**src/rtl/lsu_pkg.sv**
```systemverilog
// Shared types and decode helpers for the load/store initiator.
// Build option: define LSU_MISALIGN_EN to split misaligned H/W accesses.
package lsu_pkg;

    typedef enum logic [2:0] {
        ST_IDLE  = 3'd0,
        ST_REQ0  = 3'd1,
        ST_WAIT0 = 3'd2,
        ST_REQ1  = 3'd3,
        ST_WAIT1 = 3'd4,
        ST_RESP  = 3'd5
    } state_t;

    localparam logic [2:0] F3_B  = 3'b000;
    localparam logic [2:0] F3_H  = 3'b001;
    localparam logic [2:0] F3_W  = 3'b010;
    localparam logic [2:0] F3_BU = 3'b100;
    localparam logic [2:0] F3_HU = 3'b101;

    // Access size in bytes from funct3[1:0].
    function automatic logic [2:0] size_decode(input logic [1:0] sz);
        case (sz)
            2'b00:   return 3'd1;
            2'b01:   return 3'd2;
            default: return 3'd4;
        endcase
    endfunction

    function automatic logic f3_legal(input logic [2:0] f3, input logic we);
        return (f3 == F3_B) || (f3 == F3_H) || (f3 == F3_W) ||
               (!we && ((f3 == F3_BU) || (f3 == F3_HU)));
    endfunction

endpackage

```
**src/rtl/lsu_load_align.sv**
```systemverilog
// Load data extraction: picks the addressed bytes out of {word1, word0}
// and sign- or zero-extends them according to funct3.
module lsu_load_align
    import lsu_pkg::*;
(
    input  logic [31:0] i_word0,
    input  logic [31:0] i_word1,
    input  logic [1:0]  i_off,
    input  logic [2:0]  i_funct3,
    output logic [31:0] o_data
);

    logic [31:0] w_shifted;

    assign w_shifted = 32'({i_word1, i_word0} >> {i_off, 3'b000});

    always_comb begin
        o_data = w_shifted;
        case (i_funct3)
            F3_B:    o_data = {{24{w_shifted[7]}}, w_shifted[7:0]};
            F3_H:    o_data = {{16{w_shifted[15]}}, w_shifted[15:0]};
            F3_BU:   o_data = {24'b0, w_shifted[7:0]};
            F3_HU:   o_data = {16'b0, w_shifted[15:0]};
            default: o_data = w_shifted;
        endcase
    end

endmodule

```
**src/rtl/lsu_initiator.sv**
```systemverilog
// Load/store initiator: one core request becomes one (or, with LSU_MISALIGN_EN,
// two) word-aligned memory transactions; returns extended load data.
module lsu_initiator
    import lsu_pkg::*;
#(
    parameter int ADDR_WIDTH = 32,
    parameter int DATA_WIDTH = 32
) (
    input  logic                  clk,
    input  logic                  rst_n,
    input  logic                  req_valid,
    output logic                  req_ready,
    input  logic                  req_we,
    input  logic [2:0]            req_funct3,
    input  logic [ADDR_WIDTH-1:0] req_addr,
    input  logic [DATA_WIDTH-1:0] req_wdata,
    output logic                  resp_valid,
    output logic [DATA_WIDTH-1:0] resp_rdata,
    output logic                  resp_err,
    output logic                  mem_req,
    input  logic                  mem_gnt,
    output logic                  mem_we,
    output logic [ADDR_WIDTH-1:0] mem_addr,
    output logic [3:0]            mem_be,
    output logic [DATA_WIDTH-1:0] mem_wdata,
    input  logic                  mem_rvalid,
    input  logic [DATA_WIDTH-1:0] mem_rdata,
    output state_t                o_dbg_state
);

    state_t                r_state, w_nxt_state;
    logic [2:0]            r_funct3, w_nxt_funct3;
    logic [1:0]            r_off, w_nxt_off;
    logic                  r_mem_req, w_nxt_mem_req;
    logic                  r_mem_we, w_nxt_mem_we;
    logic [ADDR_WIDTH-1:0] r_mem_addr, w_nxt_mem_addr;
    logic [3:0]            r_mem_be, w_nxt_mem_be;
    logic [DATA_WIDTH-1:0] r_mem_wdata, w_nxt_mem_wdata;
    logic                  r_resp_valid, w_nxt_resp_valid;
    logic                  r_resp_err, w_nxt_resp_err;
    logic [DATA_WIDTH-1:0] r_resp_rdata, w_nxt_resp_rdata;

    logic [2:0]            w_size;
    logic [1:0]            w_off;
    logic [7:0]            w_be8;
    logic                  w_err_req;
    logic [DATA_WIDTH-1:0] w_wdata0;
    logic [DATA_WIDTH-1:0] w_al_word0, w_al_word1, w_load_data;

    // Lane mask spans two words: [3:0] for the first access, [7:4] for the spill.
    assign w_size   = size_decode(req_funct3[1:0]);
    assign w_off    = req_addr[1:0];
    assign w_be8    = ((8'd1 << w_size) - 8'd1) << w_off;
    assign w_wdata0 = req_wdata << {w_off, 3'b000};

`ifdef LSU_MISALIGN_EN
    logic [3:0]            r_be1, w_nxt_be1;
    logic [DATA_WIDTH-1:0] r_wdata1, w_nxt_wdata1;
    logic [DATA_WIDTH-1:0] r_word0, w_nxt_word0;
    logic [DATA_WIDTH-1:0] w_wdata1;

    assign w_wdata1   = req_wdata >> (6'd32 - {1'b0, w_off, 3'b000});
    assign w_err_req  = !f3_legal(req_funct3, req_we);
    assign w_al_word0 = (r_state == ST_WAIT1) ? r_word0 : mem_rdata;
    assign w_al_word1 = mem_rdata;
`else
    assign w_err_req  = !f3_legal(req_funct3, req_we) || (|w_be8[7:4]);
    assign w_al_word0 = mem_rdata;
    assign w_al_word1 = '0;
`endif

    lsu_load_align u_align (
        .i_word0  (w_al_word0),
        .i_word1  (w_al_word1),
        .i_off    (r_off),
        .i_funct3 (r_funct3),
        .o_data   (w_load_data)
    );

    always_comb begin
        w_nxt_state      = r_state;
        w_nxt_funct3     = r_funct3;
        w_nxt_off        = r_off;
        w_nxt_mem_req    = r_mem_req;
        w_nxt_mem_we     = r_mem_we;
        w_nxt_mem_addr   = r_mem_addr;
        w_nxt_mem_be     = r_mem_be;
        w_nxt_mem_wdata  = r_mem_wdata;
        w_nxt_resp_valid = 1'b0;
        w_nxt_resp_err   = r_resp_err;
        w_nxt_resp_rdata = r_resp_rdata;
`ifdef LSU_MISALIGN_EN
        w_nxt_be1        = r_be1;
        w_nxt_wdata1     = r_wdata1;
        w_nxt_word0      = r_word0;
`endif
        case (r_state)
            ST_IDLE: begin
                if (req_valid) begin
                    w_nxt_funct3 = req_funct3;
                    w_nxt_off    = w_off;
`ifdef LSU_MISALIGN_EN
                    w_nxt_be1    = w_be8[7:4];
                    w_nxt_wdata1 = w_wdata1;
`endif
                    if (w_err_req) begin
                        w_nxt_state      = ST_RESP;
                        w_nxt_resp_valid = 1'b1;
                        w_nxt_resp_err   = 1'b1;
                        w_nxt_resp_rdata = '0;
                    end else begin
                        w_nxt_state     = ST_REQ0;
                        w_nxt_mem_req   = 1'b1;
                        w_nxt_mem_we    = req_we;
                        w_nxt_mem_addr  = {req_addr[ADDR_WIDTH-1:2], 2'b00};
                        w_nxt_mem_be    = w_be8[3:0];
                        w_nxt_mem_wdata = w_wdata0;
                    end
                end
            end
            ST_REQ0: begin
                if (mem_gnt) begin
                    w_nxt_mem_req = 1'b0;
                    w_nxt_state   = ST_WAIT0;
                end
            end
            ST_WAIT0: begin
                if (mem_rvalid) begin
`ifdef LSU_MISALIGN_EN
                    if (r_be1 != 4'b0000) begin
                        w_nxt_word0     = mem_rdata;
                        w_nxt_state     = ST_REQ1;
                        w_nxt_mem_req   = 1'b1;
                        w_nxt_mem_addr  = r_mem_addr + ADDR_WIDTH'(4);
                        w_nxt_mem_be    = r_be1;
                        w_nxt_mem_wdata = r_wdata1;
                    end else
`endif
                    begin
                        w_nxt_state      = ST_RESP;
                        w_nxt_resp_valid = 1'b1;
                        w_nxt_resp_err   = 1'b0;
                        w_nxt_resp_rdata = r_mem_we ? '0 : w_load_data;
                    end
                end
            end
`ifdef LSU_MISALIGN_EN
            ST_REQ1: begin
                if (mem_gnt) begin
                    w_nxt_mem_req = 1'b0;
                    w_nxt_state   = ST_WAIT1;
                end
            end
            ST_WAIT1: begin
                if (mem_rvalid) begin
                    w_nxt_state      = ST_RESP;
                    w_nxt_resp_valid = 1'b1;
                    w_nxt_resp_err   = 1'b0;
                    w_nxt_resp_rdata = r_mem_we ? '0 : w_load_data;
                end
            end
`endif
            ST_RESP: w_nxt_state = ST_IDLE;
            default: w_nxt_state = ST_IDLE;
        endcase
    end

    always_ff @(posedge clk or negedge rst_n) begin
        if (!rst_n) begin
            r_state      <= ST_IDLE;
            r_funct3     <= '0;
            r_off        <= '0;
            r_mem_req    <= 1'b0;
            r_mem_we     <= 1'b0;
            r_mem_addr   <= '0;
            r_mem_be     <= '0;
            r_mem_wdata  <= '0;
            r_resp_valid <= 1'b0;
            r_resp_err   <= 1'b0;
            r_resp_rdata <= '0;
`ifdef LSU_MISALIGN_EN
            r_be1        <= '0;
            r_wdata1     <= '0;
            r_word0      <= '0;
`endif
        end else begin
            r_state      <= w_nxt_state;
            r_funct3     <= w_nxt_funct3;
            r_off        <= w_nxt_off;
            r_mem_req    <= w_nxt_mem_req;
            r_mem_we     <= w_nxt_mem_we;
            r_mem_addr   <= w_nxt_mem_addr;
            r_mem_be     <= w_nxt_mem_be;
            r_mem_wdata  <= w_nxt_mem_wdata;
            r_resp_valid <= w_nxt_resp_valid;
            r_resp_err   <= w_nxt_resp_err;
            r_resp_rdata <= w_nxt_resp_rdata;
`ifdef LSU_MISALIGN_EN
            r_be1        <= w_nxt_be1;
            r_wdata1     <= w_nxt_wdata1;
            r_word0      <= w_nxt_word0;
`endif
        end
    end

    // Core handshake: a request transfers on req_valid & req_ready; responses
    // are single-cycle pulses with no backpressure.
    assign req_ready   = (r_state == ST_IDLE);
    assign resp_valid  = r_resp_valid;
    assign resp_rdata  = r_resp_rdata;
    assign resp_err    = r_resp_err;
    assign mem_req     = r_mem_req;
    assign mem_we      = r_mem_we;
    assign mem_addr    = r_mem_addr;
    assign mem_be      = r_mem_be;
    assign mem_wdata   = r_mem_wdata;
    assign o_dbg_state = r_state;

endmodule

```
**config.mk**
```make
export PLATFORM = sky130hd
export DESIGN_NAME = lsu_initiator
export DESIGN_NICKNAME = d
export VERILOG_FILES = /design/src/rtl/lsu_pkg.sv /design/src/rtl/lsu_load_align.sv /design/src/rtl/lsu_initiator.sv
export SDC_FILE = /design/constraint.sdc
export NUM_CORES = 1
export LEC_CHECK = 0
export BUFFER_PORTS_ARGS = -buffer_cell sky130_fd_sc_hd__buf_2
export CAP_MARGIN = 10
export CORE_MARGIN = 2
export CORE_UTILIZATION = 45
export DETAILED_ROUTE_END_ITERATION = 12
export GPL_TIMING_DRIVEN = 0
export PLACE_DENSITY_LB_ADDON = 0.15
export RECOVER_POWER = 100
export SLEW_MARGIN = 20
export SYNTH_ARGS = -nofsm -noshare
export SYNTH_HDL_FRONTEND = slang
export SYNTH_HIERARCHICAL = 1
export SYNTH_SLANG_ARGS = --single-unit
```
**constraint.sdc**
```tcl
create_clock -name clk -period 5.8 [get_ports clk]
set_clock_uncertainty 0.2 [all_clocks]
set_input_delay 0.29 -clock clk [delete_from_list [all_inputs] [get_ports clk]]
set_output_delay 0.29 -clock clk [all_outputs]
set_load 0.01 [all_outputs]
```
==> results of run 1 <==
worst min-delay path, delay by kind of cell:
kind / cells / cell delay (ns)
buffers and inverters: 1 / 0.13
multiplexers: 1 / 0.06
AND/OR/NAND/NOR: 1 / 0.05
logic make-up (layout without fill, tap and decap cells):
kind of cell | Yosys count | in the layout | synth area share (%)
multiplexers | 123 | 123 | 29.63
flip-flops | 110 | 110 | 46.33
AO/OA/AOI/OAI | 96 | 96 | 11.67
AND/OR/NAND/NOR | 87 | 87 | 6.801
buffers and inverters | 58 | 319 | 4.885
adder cells (fa/ha/maj) | 3 | 3 | 0.6318
other | 1 | 51 | 0.06311
metrics by stage:
stage | power [W] | setup slack [ns] | util [%]
floorplan | 0.002454 | 3.402 | -
global placement | 0.003059 | 2.933 | 57.86
detailed placement | 0.003106 | 2.816 | 58.13
CTS | 0.003741 | 3.115 | 63.09
global route | 0.003853 | 1.653 | 61.59
finish | 0.003610 | 1.903 | 61.59
cell usage after synthesis:
cell	n	area (µm²)
mux2_1	1	11.26
a211oi_1	9	67.56
mux2i_1	24	240.2
buf_4	7	52.55
buf_1	3	11.26
nor4_4	1	21.27
nand2_1	48	180.2
o311a_1	1	10.01
a32o_1	32	320.3
o211ai_1	1	7.510
a21oi_1	12	60.06
o311ai_2	1	16.27
o21ai_0	26	130.1
o22ai_1	2	12.51
clkbuf_1	17	63.81
inv_1	14	52.55
o31ai_1	1	7.510
buf_6	4	45.04
dfrtp_1	110	2753
mux2_2	63	709.4
conb_1	1	3.750
a21boi_0	1	7.510
nand3b_1	2	15.01
mux2i_4	1	22.52
nor2b_1	12	75.07
buf_2	13	65.06
nand2b_1	1	6.260
o21ai_2	1	8.760
nand2_2	1	6.260
or2_2	1	6.260
mux4_2	31	698.2
nor3_1	2	10.01
ha_1	3	37.54
o21ai_1	9	45.04
nor3_4	1	16.27
mux4_1	3	78.83
nor2_1	18	67.56
routing by layer:
layer	global-route usage, %	routed length [µm]	part of all wire, %
met2	39.44	8221	50
met4	9.821	406	2.5
met3	5.220	1138	6.9
met5	0	0	0
met1	30.58	6704	41
worst max path at each step:
stage                               start                         end  slack (ns)  depth (start not counted)
2_1_floorplan               req_funct3[1]    mem_addr[30]$_DFFE_PN0P_        3.40                         10
3_3_place_gp                req_funct3[0]   resp_rdata[9]$_DFFE_PN0P_        2.93                          9
3_5_place_dp                req_funct3[0]  resp_rdata[21]$_DFFE_PN0P_        2.82                          9
4_1_cts        o_dbg_state[1]$_DFFE_PN0P_    mem_addr[30]$_DFFE_PN0P_        3.11                          7
5_1_grt                     req_funct3[0]   resp_rdata[8]$_DFFE_PN0P_        1.65                          9
6_report                    req_funct3[0]   resp_rdata[8]$_DFFE_PN0P_        1.90                          9
flip-flops by register name, indices dropped and copies added, names as in the netlist:
signal       cells
mem_wdata       32
resp_rdata      32
mem_addr        30
mem_be           4
o_dbg_state      3
r_funct3         3
r_off            2
mem_req          1
mem_we           1
resp_err         1
resp_valid       1
cell type report:
type / instances / area, µm² / share of cell area [%]
Multi-Input combinational cell: 360 / 3050 / 38.77
Clock buffer: 11 / 242.7 / 3.085
Sequential cell: 110 / 2753 / 34.99
Buffer: 44 / 224.0 / 2.847
Timing Repair Buffer: 245 / 1289 / 16.38
Clock inverter: 5 / 41.29 / 0.5248
Inverter: 14 / 52.55 / 0.6679
Tap cell: 172 / 215.2 / 2.735
where the power goes:
group	switching [W]	internal (W)	leakage, nW	total (W)
sequential	0.000205	0.00112	1.41	0.00132
combinational	0.000901	0.000785	2.00	0.00169
clock	0.000293	0.000308	0.133	0.000600
total	0.00140	0.00221	3.54	0.00361
placed cells by master, fill, tap and decap left out, types with 14 or more instances in the layout:
master         synthesis  final
o21ai_0               26     26
buf_2                 13    106
conb_1                 1     51
nor2_1                18     18
inv_1                 14     14
clkbuf_1              17    135
dfrtp_1              110    110
dlygate4sd3_1          0     35
mux4_2                31     31
mux2i_1               24     24
a32o_1                32     32
nand2_1               48     49
mux2_2                63     63
==> impl_metrics.csv, run 1 <==
group,metric,value,unit
worst_setup_path,critPathMostFrequentCell,"clkbuf_1",
placed_design,gp_congestion,0.8863,
floorplanning,die_w,118.9,µm
clock_network,cts_max_level,3,
clock_network,root_buffer,"clkbuf_16",
timing,hold_violations,0,
route,dr.pass1.iters,5,
worst_setup_path,critical_path_required,5.88,ns
placed_design,hpwl,12.23,mm
global_route,grt.overflow.total,0,
worst_setup_path,rrSetupSlack,2.11,ns
hold_path,hold_class,"primary input to register",
floorplanning,die_h,118.9,µm
power,leakage,3.540,nW
final_layout,fin_cells,961,
timing,hold_slack,0.01264,ns
run_status,status,"complete, but fails checks",
yosys,ys_ff_latch,110,
worst_setup_path,worstReg2RegEnd,"mem_addr[30]$_DFFE_PN0P_",
worst_setup_path,worst-r2r-cell-count,7,
worst_setup_path,startpoint_type,"primary input",
route,drc_errors,0,
clock_network,post_cts_resized,0,
timing,rsz0062_at_grt,"no",
clock_network,hold_buffers,35,
final_layout,fillers,1092,
global_route,grt_pass1_wl,26.83,mm
timing,min_period,3.897,ns
floorplanning,core_area,12770,µm²
worst_setup_path,path_buf_inv,3,
worst_setup_path,end_kind,"register",
final_layout,antenna_cells,0,
final_layout,drive_gt1_share,29.02,%
clock_network,clock_latency,0.35,ns
route,wl,16.47,mm
clock_network,ctsLongestPathBuffers,2,
floorplanning,die_area,14140,µm²
worst_setup_path,cp_slowest_cell,"o311ai_0",
yosys,synth_area_per_cell,12.43,µm²
worst_setup_path,path_cells,"clkbuf_1 > nor2_1 > inv_1 > ha_1 > o21ai_0 > a21oi_1 > o311ai_0 > clkbuf_1 > a32o_1",
clock_network,cts_setup_buffers,0,
floorplanning,initial_core_util,46.52,%
clock_network,cts.sinks,110,
worst_setup_path,r2r_start,"o_dbg_state[1]$_DFFE_PN0P_",
placed_design,place_inst,910,
worst_setup_path,max_stage_delay,1.98,ns
global_route,grt_max_degree,60,
hold_path,worstHoldStart,"req_wdata[0]",
timing,timing.final.crit_share,67.19,%
clock_network,cts_buffers,9,
worst_setup_path,crit_family,"compound AO/OA/AOI/OAI gates",
hold_path,hold_end,"mem_wdata[0]$_DFFE_PN0P_",
hold_path,hold_depth,3,
yosys,synth_cells,478,
power,p_per_area,458.8,nW/µm²
clock_network,tritoncts,"built",
run,drv_cap,2,
timing,tightest_slew,2.883,ns
floorplanning,rows,41,
route,via_per_inst,5.255,
timing,max_freq,0.2566,GHz
global_route,grt_pass1_vias,5252,
yosys,syn-cell-area,5942,µm²
yosys,seq_area_frac_synth,46.33,%
timing,max_slew_margin,-92.19,%
worst_setup_path,arrival,3.98,ns
timing,setup_viol,0,
worst_setup_path,worstSetupPathType,"primary input to register",
timing,setup_tns,0,ns
yosys,synth_cell_types,37,
power,ir_worst_vdd,0.2533,mV
final_layout,nets,892,
yosys,yosysWarnings,6,
route,drtIter0Drc,218,
route,ant_nets,0,
global_route,antenna_found_initial,0,
run_status,violations,"max-capacitance violations, max-slew violations",
route,wire_per_inst,17.14,µm
route,vias,5050,
placed_design,post_dp_cell_area,7425,µm²
global_route,track_usage,23.90,%
placed_design,portBuffers,209,
floorplanning,pin_count,213,
final_layout,area_growth,32.41,%
timing,drv_slew,61,
clock_network,clkTransAtPathRegs,0.07,ns
final_layout,postLayoutCellArea,7868,µm²
worst_setup_path,cp_max_fo,10,
Power figures use the tool's default switching activity.
==> run 2, diff against run 1 <==
- clock period: 5.8 -> 3.29 ns (I/O delays scaled with it)
==> impl_metrics.csv, run 2 (synthesized netlist as in run 1, its figures left out) <==
group,metric,value,unit
placed_design,place_inst,910,
final_layout,fin_cells,973,
route,via_per_inst,5.268,
clock_network,ctsLongestPathBuffers,2,
run_status,status,"complete, no violations",
hold_path,hold_end,"mem_wdata[9]$_DFFE_PN0P_",
worst_setup_path,worst-r2r-cell-count,7,
worst_setup_path,startpoint_type,"register",
global_route,busiest_layer,"met2",
timing,setup_tns,0,ns
hold_path,worstHoldStart,"req_wdata[9]",
worst_setup_path,path_buf_inv,3,
global_route,grt_max_degree,60,
clock_network,cts_buffers,9,
floorplanning,rows,41,
worst_setup_path,rrSetupSlack,0.24,ns
worst_setup_path,arrival,3.09,ns
final_layout,area_growth,34.83,%
floorplanning,pin_count,213,
worst_setup_path,worstSetupPathType,"register to register",
timing,timing.final.crit_share,92.72,%
worst_setup_path,r2r_start,"o_dbg_state[1]$_DFFE_PN0P_",
worst_setup_path,path_cells,"clkbuf_1 > nor3_1 > nand2_2 > nor4_4 > buf_4 > buf_6 > mux2_1",
clock_network,root_buffer,"clkbuf_16",
route,vias,5126,
floorplanning,core_area,12770,µm²
final_layout,fillers,1073,
timing,hold_violations,0,
route,dr.pass1.iters,5,
floorplanning,die_area,14140,µm²
hold_path,hold_class,"primary input to register",
clock_network,cts_setup_buffers,0,
worst_setup_path,cp_slowest_cell,"nor3_1",
clock_network,clkTransAtPathRegs,0.07,ns
global_route,grt.overflow.total,0,
power,power.total,0.006403,W
global_route,grt_pass1_wl,27.14,mm
floorplanning,initial_core_util,46.52,%
timing,tightest_slew,1.273,ns
clock_network,cts_max_level,3,
timing,rsz0062_at_grt,"no",
worst_setup_path,cp_max_fo,10,
global_route,grt_pass1_vias,5324,
placed_design,hpwl,12.23,mm
worst_setup_path,critical_path_required,3.33,ns
final_layout,drive_gt1_share,29.84,%
floorplanning,die_w,118.9,µm
timing,drv_slew,0,
run,drv_cap,0,
timing,max_slew_margin,15.13,%
worst_setup_path,end_kind,"register",
global_route,grt_util_met1,30.86,%
power,ir_worst_vdd,0.4503,mV
timing,max_freq,0.3278,GHz
final_layout,nets,904,
worst_setup_path,crit_family,"simple AND/OR/NAND/NOR gates",
worst_setup_path,max_stage_delay,0.60,ns
route,wire_per_inst,17.04,µm
timing,min_period,3.050,ns
global_route,grt_use_met2,39.76,%
power,leakage,3.610,nW
final_layout,antenna_cells,0,
final_layout,mostFrequentLayoutCell,"clkbuf_1",
placed_design,gp_congestion,0.8863,
clock_network,clock_latency,0.36,ns
final_layout,mostFrequentLayoutCells,"clkbuf_1, buf_2, dfrtp_1",
worst_setup_path,worstReg2RegEnd,"mem_addr[30]$_DFFE_PN0P_",
global_route,track_usage,24.19,%
global_route,grt_use_met3,5.172,%
floorplanning,die_h,118.9,µm
placed_design,portBuffers,209,
timing,setup_viol,0,
global_route,antenna_found_initial,0,
route,wl,16.58,mm
clock_network,cts.sinks,110,
route,drc_errors,0,
route,drtIter0Drc,231,
route,ant_nets,0,
clock_network,tritoncts,"built",
power,p_per_area,799.2,nW/µm²
hold_path,hold_depth,4,
run 2: changes by cell type in the layout (fill, tap and decap cells not counted), moves of 2 or more:
cell,change
dlygate4sd3_1,+12
clkbuf_1,-7
buf_2,+5
clkbuf_2,+2
run 2: power by group:
part / switching, W / total [W] / leakage [nW] / internal, W
logic: 0.00160 / 0.00301 / 2.07 / 0.00140
registers: 0.000364 / 0.00234 / 1.41 / 0.00197
clock network: 0.000517 / 0.00106 / 0.133 / 0.000542
run 2: cell type report:
class / count / area, µm² / area share [%]
well taps: 172 / 215.2 / 2.686
inverters: 14 / 52.55 / 0.6559
flip-flops and latches: 110 / 2753 / 34.36
plain buffers: 44 / 232.7 / 2.905
clock inverters: 5 / 41.29 / 0.5154
clock buffers: 11 / 242.7 / 3.030
repair buffers: 257 / 1389 / 17.34
multi-input cells: 360 / 3085 / 38.51
run 2: how the worst max path moves through the flow:
stage	start	slack, ns	cells past startpoint	endpoint
after floorplan	o_dbg_state[1]$_DFFE_PN0P_	0.93	7	mem_addr[30]$_DFFE_PN0P_
after global placement	req_funct3[0]	0.55	9	resp_rdata[9]$_DFFE_PN0P_
after detailed placement	req_funct3[0]	0.43	9	resp_rdata[21]$_DFFE_PN0P_
after CTS	req_funct3[0]	0.22	10	resp_rdata[8]$_DFFE_PN0P_
after global routing	req_funct3[0]	0.01	11	mem_addr[30]$_DFFE_PN0P_
final	o_dbg_state[1]$_DFFE_PN0P_	0.24	7	mem_addr[30]$_DFFE_PN0P_
run 2: per-layer routing:
layer | up-vias | part of all wire [%]
li1 | 2371 | -
met4 | 0 | 2.6
met3 | 29 | 6.1
met5 | - | 0
met2 | 188 | 51
met1 | 2538 | 41
run 2: worst register-to-register path: stages, from the launching register on:
cell,delay (ns)
dfrtp_1,0.38
clkbuf_1,0.17
nor3_1,0.60
nand2_2,0.26
nor4_4,0.49
buf_4,0.29
buf_6,0.19
mux2_1,0.35
run 2: metrics by stage:
| stage | util [%] | hold slack, ns | instance area, µm² | setup slack (ns) |
|---|---|---|---|---|
| CTS | 64.03 | 0.01698 | 8179 | 0.2200 |
| finish | 62.72 | 0.03197 | 8011 | 0.2396 |
| floorplan | - | -0.3311 | 6130 | 0.9251 |
| global placement | 57.86 | 0.1818 | 7391 | 0.5487 |
| detailed placement | 58.13 | -0.05674 | 7425 | 0.4311 |
| global route | 62.72 | 0.04572 | 8011 | 0.01350 |
run 2: repair_timing:
action,CTS,global route
hold buffers,47,0
hold endpoints to repair,127,0
gates resized for setup,0,1
setup endpoints to repair,0,28
==> run 3, diff against run 2 <==
- HOLD_SLACK_MARGIN: not set -> 0.12
==> impl_metrics.csv, run 3 (synthesized netlist as in run 1, its figures left out) <==
group,metric,value,unit
run_status,status,"complete, no violations",
final_layout,fin_util,65.96,%
final_layout,mostFrequentLayoutCell,"clkbuf_1",
placed_design,portBuffers,209,
final_layout,drive_gt1_share,28.50,%
worst_setup_path,rrSetupSlack,0.21,ns
worst_setup_path,r2r_start,"o_dbg_state[1]$_DFFE_PN0P_",
worst_setup_path,worstReg2RegEnd,"mem_addr[30]$_DFFE_PN0P_",
final_layout,mostFrequentLayoutCells,"clkbuf_1, buf_2, dfrtp_1",
floorplanning,die_area,14140,µm²
power,internal-power,0.004031,W
hold_path,worstHoldStart,"mem_rdata[7]",
power,sw_frac_of_total,38.42,%
worst_setup_path,worstSetupPathType,"register to register",
clock_network,cts.sinks,110,
floorplanning,core_area,12770,µm²
global_route,grt_max_degree,60,
timing,max_freq,0.3245,GHz
clock_network,tritoncts,"built",
timing,timing.final.crit_share,93.66,%
route,ant_nets,0,
route,wire_per_inst,17.14,µm
timing,max_slew_margin,13.68,%
timing,tightest_slew,1.295,ns
final_layout,postLayoutCellArea,8426,µm²
power,ir_worst_vdd,0.4505,mV
global_route,grt.overflow.total,0,
timing,min_period,3.081,ns
worst_setup_path,arrival,3.12,ns
clock_network,root_buffer,"clkbuf_16",
route,wl,17.40,mm
power,leakage,3.785,nW
timing,rsz0062_at_grt,"no",
final_layout,area_growth,41.80,%
worst_setup_path,cp_max_fo,10,
clock_network,cts_setup_buffers,0,
worst_setup_path,critical_path_required,3.33,ns
timing,setup_tns,0,ns
worst_setup_path,end_kind,"register",
power,power_frac_seq,35.7,%
route,via_per_inst,5.275,
timing,hold_violations,0,
route,vias,5354,
worst_setup_path,startpoint_type,"register",
floorplanning,die_h,118.9,µm
global_route,grt_pass1_wl,28.19,mm
run,drv_cap,0,
route,drtIter0Drc,264,
route,drc_errors,0,
clock_network,cts_max_level,3,
floorplanning,die_w,118.9,µm
clock_network,clkTransAtPathRegs,0.08,ns
global_route,grt_pass1_vias,5614,
clock_network,ctsLongestPathBuffers,2,
global_route,antenna_found_initial,1,
power,power.share.clock,16.2,%
hold_path,hold_depth,3,
floorplanning,initial_core_util,46.52,%
final_layout,nets,945,
timing,setup_viol,0,
power,p_per_area,776.9,nW/µm²
global_route,track_usage,25.15,%
power,switching_power,0.002515,W
clock_network,clock_latency,0.35,ns
timing,drv_slew,0,
power,pwr-share-comb,48.1,%
placed_design,gp_congestion,0.8863,
hold_path,hold_class,"primary input to register",
hold_path,hold_end,"resp_rdata[7]$_DFFE_PN0P_",
placed_design,hpwl,12.23,mm
floorplanning,pin_count,213,
placed_design,post_dp_cell_area,7425,µm²
clock_network,cts_buffers,9,
worst_setup_path,worst-r2r-cell-count,7,
route,dr.pass1.iters,4,
floorplanning,rows,41,
## run 3: changes by cell type in the layout (fill, tap and decap cells not counted), sizes merged
cell / delta
diode: +1
dlygate4sd3: +41
## run 3: metrics by stage
step	cells	total power, W	hold slack (ns)	worst slack [ns]
after global placement	909	0.005392	0.1818	0.5487
after floorplan	528	0.004326	-0.3311	0.9251
after global routing	1015	0.006981	0.1563	0.008554
after detailed placement	910	0.005476	-0.05674	0.4311
after CTS	1014	0.006741	0.1318	0.2200
final	1015	0.006546	0.1573	0.2086
## run 3: power by group through the flow
| stage | Combinational (W) | Clock (W) | Sequential (W) |
|---|---|---|---|
| 5_1_grt | 0.00342 | 0.00114 | 0.00241 |
| 2_1_floorplan | 0.00173 | 0 | 0.00260 |
| 3_3_place_gp | 0.00309 | 0 | 0.00230 |
| 6_report | 0.00315 | 0.00106 | 0.00234 |
| 3_5_place_dp | 0.00314 | 0 | 0.00233 |
| 4_1_cts | 0.00334 | 0.00108 | 0.00232 |
## run 3: worst max-delay path by stage
stage                                  to  depth (start not counted)  slack [ns]                        from
2_1_floorplan    mem_addr[30]$_DFFE_PN0P_                          7        0.93  o_dbg_state[1]$_DFFE_PN0P_
3_3_place_gp    resp_rdata[9]$_DFFE_PN0P_                          9        0.55               req_funct3[0]
3_5_place_dp   resp_rdata[21]$_DFFE_PN0P_                          9        0.43               req_funct3[0]
4_1_cts         resp_rdata[8]$_DFFE_PN0P_                         10        0.22               req_funct3[0]
5_1_grt          mem_addr[30]$_DFFE_PN0P_                         11       0.009               req_funct3[0]
6_report         mem_addr[30]$_DFFE_PN0P_                          7        0.21  o_dbg_state[1]$_DFFE_PN0P_
## run 3: what timing repair did
action | in CTS | in global routing
hold endpoints to repair | 187 | 0
hold buffers | 88 | 0
gates resized for setup | 0 | 1
endpoints found under the setup margin | 0 | 28
## run 3: worst max-delay path, stage by stage, from the launching register on
cell and delay [ns]:
dfrtp_1 0.39, clkbuf_1 0.17, nor3_1 0.62, nand2_2 0.27
nor4_4 0.48, buf_4 0.29, buf_6 0.19, mux2_1 0.34
## run 3: final cells by class
class                      count  area [µm²]
sequential                   110        2753
timing repair buffer         298        1799
clock buffer                  11       242.7
tap                          172       215.2
inverter                      14       52.55
multi-input combinational    360        3085
antenna                        1       2.502
buffer                        44       234.0
fill                        1028        4348
clock inverter                 5       41.29
## run 3: routing by layer
metal  GRT usage [%]  up-vias  routed length (µm)
met5               0        -                   0
met4           12.50        0                 570
met3           4.885       39                1027
met2           41.67      210                8834
met1           31.50     2646                6966
li1                -     2459                   -
